[config.mk]
export PLATFORM = sky130hd
export DESIGN_NAME = mult_div_unit
export DESIGN_NICKNAME = d
export VERILOG_FILES = /design/src/rtl/mult_div_unit.sv
export SDC_FILE = /design/constraint.sdc
export NUM_CORES = 1
export LEC_CHECK = 0
export ABC_CLOCK_PERIOD_IN_PS = 6000
export CAP_MARGIN = 30
export CORE_MARGIN = 1.5
export CORE_UTILIZATION = 59
export CTS_CLUSTER_SIZE = 24
export DETAILED_ROUTE_END_ITERATION = 6
export DONT_BUFFER_PORTS = 1
export HOLD_SLACK_MARGIN = 0.1
export PLACE_DENSITY = 0.77
export SYNTH_ARGS = -nofsm -noshare
export SYNTH_HDL_FRONTEND = slang
export SYNTH_SLANG_ARGS = --single-unit
[constraint.sdc]
create_clock -name clk -period 6 [get_ports clk]
set_input_delay 0.6 -clock clk [delete_from_list [all_inputs] [get_ports clk]]
set_output_delay 0.6 -clock clk [all_outputs]
set_load 0.1 [all_outputs]
[src/rtl/mult_div_unit.sv]
// rtl/mult_div_unit.sv - multicycle signed multiply/divide unit for Hi/Lo
//
// Ports:
//   clk       rising-edge clock
//   reset     synchronous, active-high
//   start     command strobe, sampled only while idle
//   op        0 = MULT, 1 = DIV
//   a, b      signed operands (multiplicand/dividend, multiplier/divisor)
//   busy      high while a command is in progress
//   done      one-cycle completion pulse; hi_out/lo_out valid from this cycle
//   div_zero  high with done when a DIV had a zero divisor
//   hi_out    MULT: product upper half; DIV: remainder
//   lo_out    MULT: product lower half; DIV: quotient

module mult_div_unit #(
    parameter int WIDTH = 32
) (
    input  logic             clk,
    input  logic             reset,
    input  logic             start,
    input  logic             op,
    input  logic [WIDTH-1:0] a,
    input  logic [WIDTH-1:0] b,
    output logic             busy,
    output logic             done,
    output logic             div_zero,
    output logic [WIDTH-1:0] hi_out,
    output logic [WIDTH-1:0] lo_out
);

    localparam int AW = 2 * WIDTH + 1;
    localparam int CW = 6;

    typedef enum logic [1:0] {
        IDLE = 2'd0,
        CALC = 2'd1,
        FIX  = 2'd2
    } state_t;

    state_t state;
    state_t next_state;

    logic            op_q;
    logic            sign_a;
    logic            sign_b;
    logic [WIDTH:0]  mag_a;
    logic [WIDTH:0]  mag_b;
    logic [AW-1:0]   acc;
    logic [CW-1:0]   count;

    // Control decodes
    logic accept;
    logic zero_div;
    logic last_iter;

    // Operand magnitudes; one extra bit so |-2^(WIDTH-1)| is representable
    logic [WIDTH:0] a_ext;
    logic [WIDTH:0] b_ext;
    logic [WIDTH:0] a_mag_in;
    logic [WIDTH:0] b_mag_in;

    // Iteration datapath
    logic [WIDTH+1:0] mul_sum;
    logic [AW-1:0]    mul_next;
    logic [AW-1:0]    div_shift;
    logic [WIDTH+1:0] div_trial;
    logic [AW-1:0]    div_next;

    // Sign fix-up
    logic              neg_result;
    logic [2*WIDTH-1:0] prod_mag;
    logic [2*WIDTH-1:0] prod_signed;
    logic [WIDTH-1:0]   quo_mag;
    logic [WIDTH-1:0]   rem_mag;
    logic [WIDTH-1:0]   quo_signed;
    logic [WIDTH-1:0]   rem_signed;

    // ------------------------------------------------------------------
    // State register
    // ------------------------------------------------------------------
    always_ff @(posedge clk) begin
        if (reset) begin
            state <= IDLE;
        end else begin
            state <= next_state;
        end
    end

    // ------------------------------------------------------------------
    // Next-state logic
    // ------------------------------------------------------------------
    always_comb begin
        next_state = state;
        case (state)
            IDLE:    if (accept)    next_state = CALC;
            CALC:    if (last_iter) next_state = FIX;
            FIX:                    next_state = IDLE;
            default:                next_state = IDLE;
        endcase
    end

    // ------------------------------------------------------------------
    // Output / control decode
    // ------------------------------------------------------------------
    always_comb begin
        busy      = (state != IDLE);
        // A zero divisor is answered straight from IDLE without leaving it.
        zero_div  = (state == IDLE) && start && op && (b == '0);
        accept    = (state == IDLE) && start && !(op && (b == '0));
        last_iter = (count == CW'(WIDTH - 1));
    end

    // ------------------------------------------------------------------
    // Combinational arithmetic
    // ------------------------------------------------------------------
    always_comb begin
        a_ext    = {a[WIDTH-1], a};
        b_ext    = {b[WIDTH-1], b};
        a_mag_in = a[WIDTH-1] ? (~a_ext + 1'b1) : a_ext;
        b_mag_in = b[WIDTH-1] ? (~b_ext + 1'b1) : b_ext;

        // Shift-add: add multiplicand into the upper half when the current
        // multiplier bit is set, then shift the whole accumulator right.
        mul_sum  = {1'b0, acc[AW-1:WIDTH]} + (mag_b[0] ? {1'b0, mag_a} : '0);
        mul_next = {mul_sum, acc[WIDTH-1:1]};

        // Restoring divide: remainder lives in the upper half, quotient bits
        // shift in at the bottom as the dividend shifts out of the top.
        div_shift = {acc[AW-2:0], 1'b0};
        div_trial = {1'b0, div_shift[AW-1:WIDTH]} - {1'b0, mag_b};
        if (div_trial[WIDTH+1]) begin
            div_next = div_shift;
        end else begin
            div_next = {div_trial[WIDTH:0], div_shift[WIDTH-1:1], 1'b1};
        end

        neg_result  = sign_a ^ sign_b;
        prod_mag    = acc[2*WIDTH-1:0];
        prod_signed = neg_result ? (~prod_mag + 1'b1) : prod_mag;
        quo_mag     = acc[WIDTH-1:0];
        rem_mag     = acc[2*WIDTH-1:WIDTH];
        quo_signed  = neg_result ? (~quo_mag + 1'b1) : quo_mag;
        // Remainder follows the dividend so that quotient truncates to zero.
        rem_signed  = sign_a ? (~rem_mag + 1'b1) : rem_mag;
    end

    // ------------------------------------------------------------------
    // Datapath and registered outputs
    // ------------------------------------------------------------------
    always_ff @(posedge clk) begin
        if (reset) begin
            op_q     <= 1'b0;
            sign_a   <= 1'b0;
            sign_b   <= 1'b0;
            mag_a    <= '0;
            mag_b    <= '0;
            acc      <= '0;
            count    <= '0;
            done     <= 1'b0;
            div_zero <= 1'b0;
            hi_out   <= '0;
            lo_out   <= '0;
        end else begin
            done     <= 1'b0;
            div_zero <= 1'b0;

            if (zero_div) begin
                done     <= 1'b1;
                div_zero <= 1'b1;
            end

            if (accept) begin
                op_q   <= op;
                sign_a <= a[WIDTH-1];
                sign_b <= b[WIDTH-1];
                mag_a  <= a_mag_in;
                mag_b  <= b_mag_in;
                count  <= '0;
                // DIV starts with the dividend in the quotient half so it can
                // be shifted into the remainder one bit per step.
                acc    <= op ? {{(WIDTH + 1){1'b0}}, a_mag_in[WIDTH-1:0]} : '0;
            end

            if (state == CALC) begin
                count <= count + 1'b1;
                if (op_q) begin
                    acc <= div_next;
                end else begin
                    acc   <= mul_next;
                    mag_b <= mag_b >> 1;
                end
            end

            if (state == FIX) begin
                done <= 1'b1;
                if (op_q) begin
                    hi_out <= rem_signed;
                    lo_out <= quo_signed;
                end else begin
                    hi_out <= prod_signed[2*WIDTH-1:WIDTH];
                    lo_out <= prod_signed[WIDTH-1:0];
                end
            end
        end
    end

endmodule

==> impl_metrics.prom <==
# TYPE chip_impl_metric gauge
chip_impl_metric{name="via_count",unit=""} 15100
chip_impl_metric{name="wl_met3",unit="mm"} 3.89
chip_impl_metric{name="critPathMaxFanout",unit=""} 28
chip_impl_metric{name="placement.io_buffers",unit=""} 0
chip_impl_info{name="worstPathCellList",value="or4_4 -> or4b_4 -> or3_1 -> o311ai_4 -> nand2_1 -> nor2_1 -> buf_4 -> o2bb2ai_1 -> a21oi_1 -> o31ai_1"} 1
chip_impl_metric{name="final_net_count",unit=""} 2073
chip_impl_metric{name="post-route-min-period",unit="ns"} 4.06
chip_impl_metric{name="wl_met2",unit="mm"} 20.9
chip_impl_info{name="startpoint",value="b[8]"} 1
chip_impl_metric{name="io-pin-count",unit=""} 135
chip_impl_info{name="startpoint_type",value="input port"} 1
chip_impl_metric{name="wl_met1",unit="mm"} 20.9
chip_impl_metric{name="postCtsHoldBufs",unit=""} 0
chip_impl_info{name="post_synth_main_area_contributors",value="sky130_fd_sc_hd__dfxtp_1 27%, sky130_fd_sc_hd__ha_1 5.8%, sky130_fd_sc_hd__nor2_1 5.8%"} 1
chip_impl_info{name="critPathSlowestCell",value="sky130_fd_sc_hd__o311ai_4"} 1
chip_impl_metric{name="synth.yosys.warnings",unit=""} 0
chip_impl_info{name="synth_largest_area_cell",value="sky130_fd_sc_hd__dfxtp_1"} 1
chip_impl_metric{name="cts_made_buffers",unit=""} 25
chip_impl_metric{name="drt_drc_violations_left",unit=""} 18
chip_impl_metric{name="postRouteWirelength",unit="mm"} 47.4
chip_impl_metric{name="timing.critical_path.slowest_cell_delay",unit="ns"} 0.81
chip_impl_metric{name="cell_area_after_technology_mapping",unit="um^2"} 15300
chip_impl_metric{name="synth_area_per_cell",unit="um^2"} 7.56
chip_impl_metric{name="path_clk_slew",unit="ns"} 0.06
chip_impl_metric{name="setup_viol",unit=""} 0
chip_impl_metric{name="drive_gt1_share",unit="%"} 4.36
chip_impl_info{name="run_status",value="finished, violations left"} 1
chip_impl_info{name="timing.rr.start",value="mag_b[0]$_SDFF_PP0_"} 1
chip_impl_metric{name="power.static_leakage",unit="uW"} 0.00622
chip_impl_metric{name="die_w",unit="um"} 164
chip_impl_metric{name="slew-limit-headroom",unit="%"} 32.8
chip_impl_info{name="netlist_top_cells_count",value="236 x sky130_fd_sc_hd__nor2_1, 208 x sky130_fd_sc_hd__dfxtp_1, 192 x sky130_fd_sc_hd__nand2_1"} 1
chip_impl_info{name="crit_path_end_kind",value="flip-flop"} 1
chip_impl_metric{name="netlist-cell-type-count",unit=""} 77
chip_impl_metric{name="drt-initial-drc-count",unit=""} 1231
chip_impl_metric{name="timing.setup.tns",unit="ns"} 0
chip_impl_metric{name="maximum_number_of_pins_on_one_net_before_global_route_repair",unit=""} 186
chip_impl_metric{name="r2r_slack",unit="ns"} 2.01
chip_impl_metric{name="clk_latency",unit="ns"} 0.54
chip_impl_metric{name="dr.pass1.iters",unit=""} 7
chip_impl_info{name="hold_path.startpoint",value="reset"} 1
chip_impl_metric{name="grt_antenna_before_repair",unit=""} 0
chip_impl_metric{name="cts-htree-levels",unit=""} 1
chip_impl_metric{name="worst_ep_required_time",unit="ns"} 6.43
chip_impl_info{name="highest_routing_layer_actually_used",value="met4"} 1
chip_impl_metric{name="final.fill_count",unit=""} 2296
chip_impl_metric{name="cts.sink_count",unit=""} 208
chip_impl_metric{name="grt_pass1_vias",unit=""} 13800
chip_impl_metric{name="max-vdd-ir-drop",unit="uV"} 197
chip_impl_info{name="rsz0062_at_grt",value="no"} 1
chip_impl_metric{name="die_h",unit="um"} 164
chip_impl_metric{name="ctsLongestPathBuffers",unit=""} 3
chip_impl_metric{name="placed_cell_area",unit="um^2"} 15400
chip_impl_metric{name="post_synthesis_instance_total",unit=""} 2023
chip_impl_metric{name="drtAntennaViolNets",unit=""} 0
chip_impl_metric{name="antennaDiodeCount",unit=""} 0
chip_impl_info{name="path_delay_family",value="simple AND/OR/NAND/NOR gates"} 1
chip_impl_info{name="synth_flop_cell",value="sky130_fd_sc_hd__dfxtp_1"} 1
chip_impl_metric{name="core-area",unit="um^2"} 25300
chip_impl_metric{name="final_standard_cell_area_without_fillers",unit="um^2"} 16200
chip_impl_metric{name="syn2layout_area_growth",unit="%"} 5.92
chip_impl_info{name="violations",value="DRC"} 1
chip_impl_metric{name="synth_enable_flop_cells",unit=""} 0
chip_impl_metric{name="dp_hpwl",unit="mm"} 35.4
chip_impl_metric{name="drt-vias-per-instance",unit=""} 6.61
chip_impl_metric{name="initial_core_util",unit="%"} 60.4
chip_impl_info{name="root_buffer",value="sky130_fd_sc_hd__clkbuf_16"} 1
chip_impl_info{name="hold_class",value="in -> reg"} 1
chip_impl_metric{name="overall_global_routing_resource_usage",unit="%"} 34.6
chip_impl_metric{name="utilization",unit="%"} 63.9
chip_impl_metric{name="tightestPinTransition",unit="ns"} 1.01
chip_impl_metric{name="postCtsSetupRepairBufs",unit=""} 0
chip_impl_metric{name="register_bit_total_from_synthesis",unit=""} 208
chip_impl_metric{name="ys_seq_area_share",unit="%"} 27.2
chip_impl_metric{name="gp_congestion",unit=""} 0.968
chip_impl_metric{name="finalMaxSlewViolations",unit=""} 0
chip_impl_metric{name="placementRows",unit=""} 58
chip_impl_metric{name="fmax",unit="MHz"} 246
chip_impl_metric{name="drv_cap",unit=""} 0
chip_impl_info{name="tritoncts",value="built"} 1
chip_impl_metric{name="postSynthNetCount",unit=""} 2164
chip_impl_metric{name="overflow",unit=""} 0
chip_impl_metric{name="crit_buf_inv",unit=""} 1
chip_impl_info{name="worst-setup-path-type",value="in -> reg"} 1
chip_impl_metric{name="min_period_over_period",unit="%"} 67.6
chip_impl_metric{name="dieArea",unit="um^2"} 26900
chip_impl_metric{name="finalHoldViolCount",unit=""} 0
chip_impl_metric{name="routed_wire_per_std_cell",unit="um"} 20.8
chip_impl_info{name="synth_most_common_cell",value="sky130_fd_sc_hd__nor2_1"} 1
chip_impl_metric{name="crit_arrival",unit="ns"} 4.48
chip_impl_metric{name="cts.repair.resized",unit=""} 0
chip_impl_metric{name="netlist.area_leader.share",unit="%"} 27.2
chip_impl_metric{name="fin_worst_skew",unit="ns"} 0.0302
chip_impl_metric{name="grt_pass1_wl",unit="mm"} 74.3
chip_impl_metric{name="power_per_cell_area",unit="nW/um^2"} 252
chip_impl_metric{name="async_reset_ff_share",unit="%"} 0
==> layer usage <==
layer  vias to the layer above  GRT usage (%)
met4                         0           12.6
met1                      7108           48.1
li1                       7204              -
met5                         -              0
met2                       630           53.6
met3                       123           5.86
==> report_power, final <==
group / internal, uW / total, uW / switching, uW
Combinational: 425 / 1090 / 661
Clock: 818 / 1430 / 610
Sequential: 1460 / 1570 / 113
Total: 2700 / 4080 / 1380
==> registers in the layout, summed over array words and instances (netlist names), 2 cells and up <==
register and cells:
acc 65, count 6, hi_out 32, lo_out 32
mag_a 33, mag_b 33, state 2
==> final timing paths <==
check / cells past startpoint / endpoint
worst min-delay path: 1 / mag_b[13]$_SDFF_PP0_
worst max register to register: 12 / acc[60]$_SDFFE_PP0P_
worst min register to register: 2 / mag_b[16]$_SDFF_PP0_
worst max-delay path: 10 / acc[54]$_SDFFE_PP0P_
==> area by class of cell <==
cell class,count,area (um^2),area share [%]
Clock inverter,11,72.6,0.448
Inverter,62,233,1.44
Tap cell,330,413,2.55
Sequential cell,208,4170,25.7
Timing Repair Buffer,19,223,1.38
Multi-Input combinational cell,1616,10400,64.1
Clock buffer,34,699,4.32
==> metrics by stage <==
stage,setup WS (ns),power (uW),cells,hold slack [ns]
finish,1.94,4080,2280,0.161
global route,1.66,4270,2280,0.145
CTS,2.03,4070,2280,0.138
detailed placement,1.52,2650,2235,0.439
global placement,1.63,2630,2231,0.431
floorplan,2.77,2400,2023,0.432
==> cells in the final DEF, fill, tap and decap left out, types with 8 or more instances in the layout <==
| cell | Yosys | final |
|---|---|---|
| sky130_fd_sc_hd__clkbuf_16 | 0 | 25 |
| sky130_fd_sc_hd__or3_1 | 32 | 32 |
| sky130_fd_sc_hd__a21oi_1 | 142 | 142 |
| sky130_fd_sc_hd__a311oi_1 | 10 | 10 |
| sky130_fd_sc_hd__nor3_1 | 41 | 41 |
| sky130_fd_sc_hd__xnor2_1 | 60 | 60 |
| sky130_fd_sc_hd__o41ai_1 | 14 | 14 |
| sky130_fd_sc_hd__nor2b_1 | 9 | 8 |
| sky130_fd_sc_hd__o211ai_1 | 37 | 37 |
| sky130_fd_sc_hd__and2_1 | 38 | 38 |
| sky130_fd_sc_hd__a22oi_1 | 8 | 8 |
| sky130_fd_sc_hd__nand3_1 | 26 | 26 |
| sky130_fd_sc_hd__inv_1 | 62 | 62 |
| sky130_fd_sc_hd__a21o_1 | 31 | 31 |
| sky130_fd_sc_hd__dfxtp_1 | 208 | 207 |
| sky130_fd_sc_hd__o21a_1 | 15 | 15 |
| sky130_fd_sc_hd__nor4_1 | 21 | 21 |
| sky130_fd_sc_hd__or4_1 | 11 | 11 |
| sky130_fd_sc_hd__ha_1 | 71 | 71 |
| sky130_fd_sc_hd__nor3b_1 | 11 | 11 |
| sky130_fd_sc_hd__a211oi_1 | 100 | 100 |
| sky130_fd_sc_hd__nand4_1 | 11 | 11 |
| sky130_fd_sc_hd__o31ai_1 | 33 | 33 |
| sky130_fd_sc_hd__mux2i_1 | 48 | 48 |
| sky130_fd_sc_hd__buf_4 | 0 | 15 |
| sky130_fd_sc_hd__xor2_1 | 93 | 93 |
| sky130_fd_sc_hd__nand2b_1 | 16 | 16 |
| sky130_fd_sc_hd__nor2_1 | 236 | 235 |
| sky130_fd_sc_hd__nand2_1 | 192 | 192 |
| sky130_fd_sc_hd__o22ai_1 | 12 | 12 |
| sky130_fd_sc_hd__o21ai_0 | 134 | 134 |
| sky130_fd_sc_hd__and3_1 | 17 | 17 |
| sky130_fd_sc_hd__o221ai_1 | 22 | 22 |
| sky130_fd_sc_hd__a22o_1 | 11 | 11 |
| sky130_fd_sc_hd__a31oi_1 | 21 | 21 |
==> cell families (layout without fill, tap and decap cells) <==
kind of cell | Yosys count | after routing | share of synthesized area [%]
fa+ha+maj | 73 | 73 | 6.07
mux | 53 | 53 | 3.51
flops | 208 | 208 | 27.2
compound gates | 648 | 648 | 28.3
buf+inv | 199 | 126 | 4.93
xor+xnor | 153 | 153 | 8.77
simple gates | 689 | 689 | 21.2
==> worst reg2reg max path: stages, from the launching register on <==
cell	delay [ns]
sky130_fd_sc_hd__dfxtp_1	0.95
sky130_fd_sc_hd__ha_1	0.32
sky130_fd_sc_hd__inv_1	0.06
sky130_fd_sc_hd__fa_1	0.40
sky130_fd_sc_hd__a21o_1	0.22
sky130_fd_sc_hd__and4_1	0.22
sky130_fd_sc_hd__o211a_1	0.28
sky130_fd_sc_hd__o211a_1	0.26
sky130_fd_sc_hd__a41o_1	0.32
sky130_fd_sc_hd__nand3_1	0.12
sky130_fd_sc_hd__mux2_2	0.36
sky130_fd_sc_hd__o22ai_1	0.29
sky130_fd_sc_hd__o31a_1	0.16
Note: power is estimated with default switching activity, not from simulation.
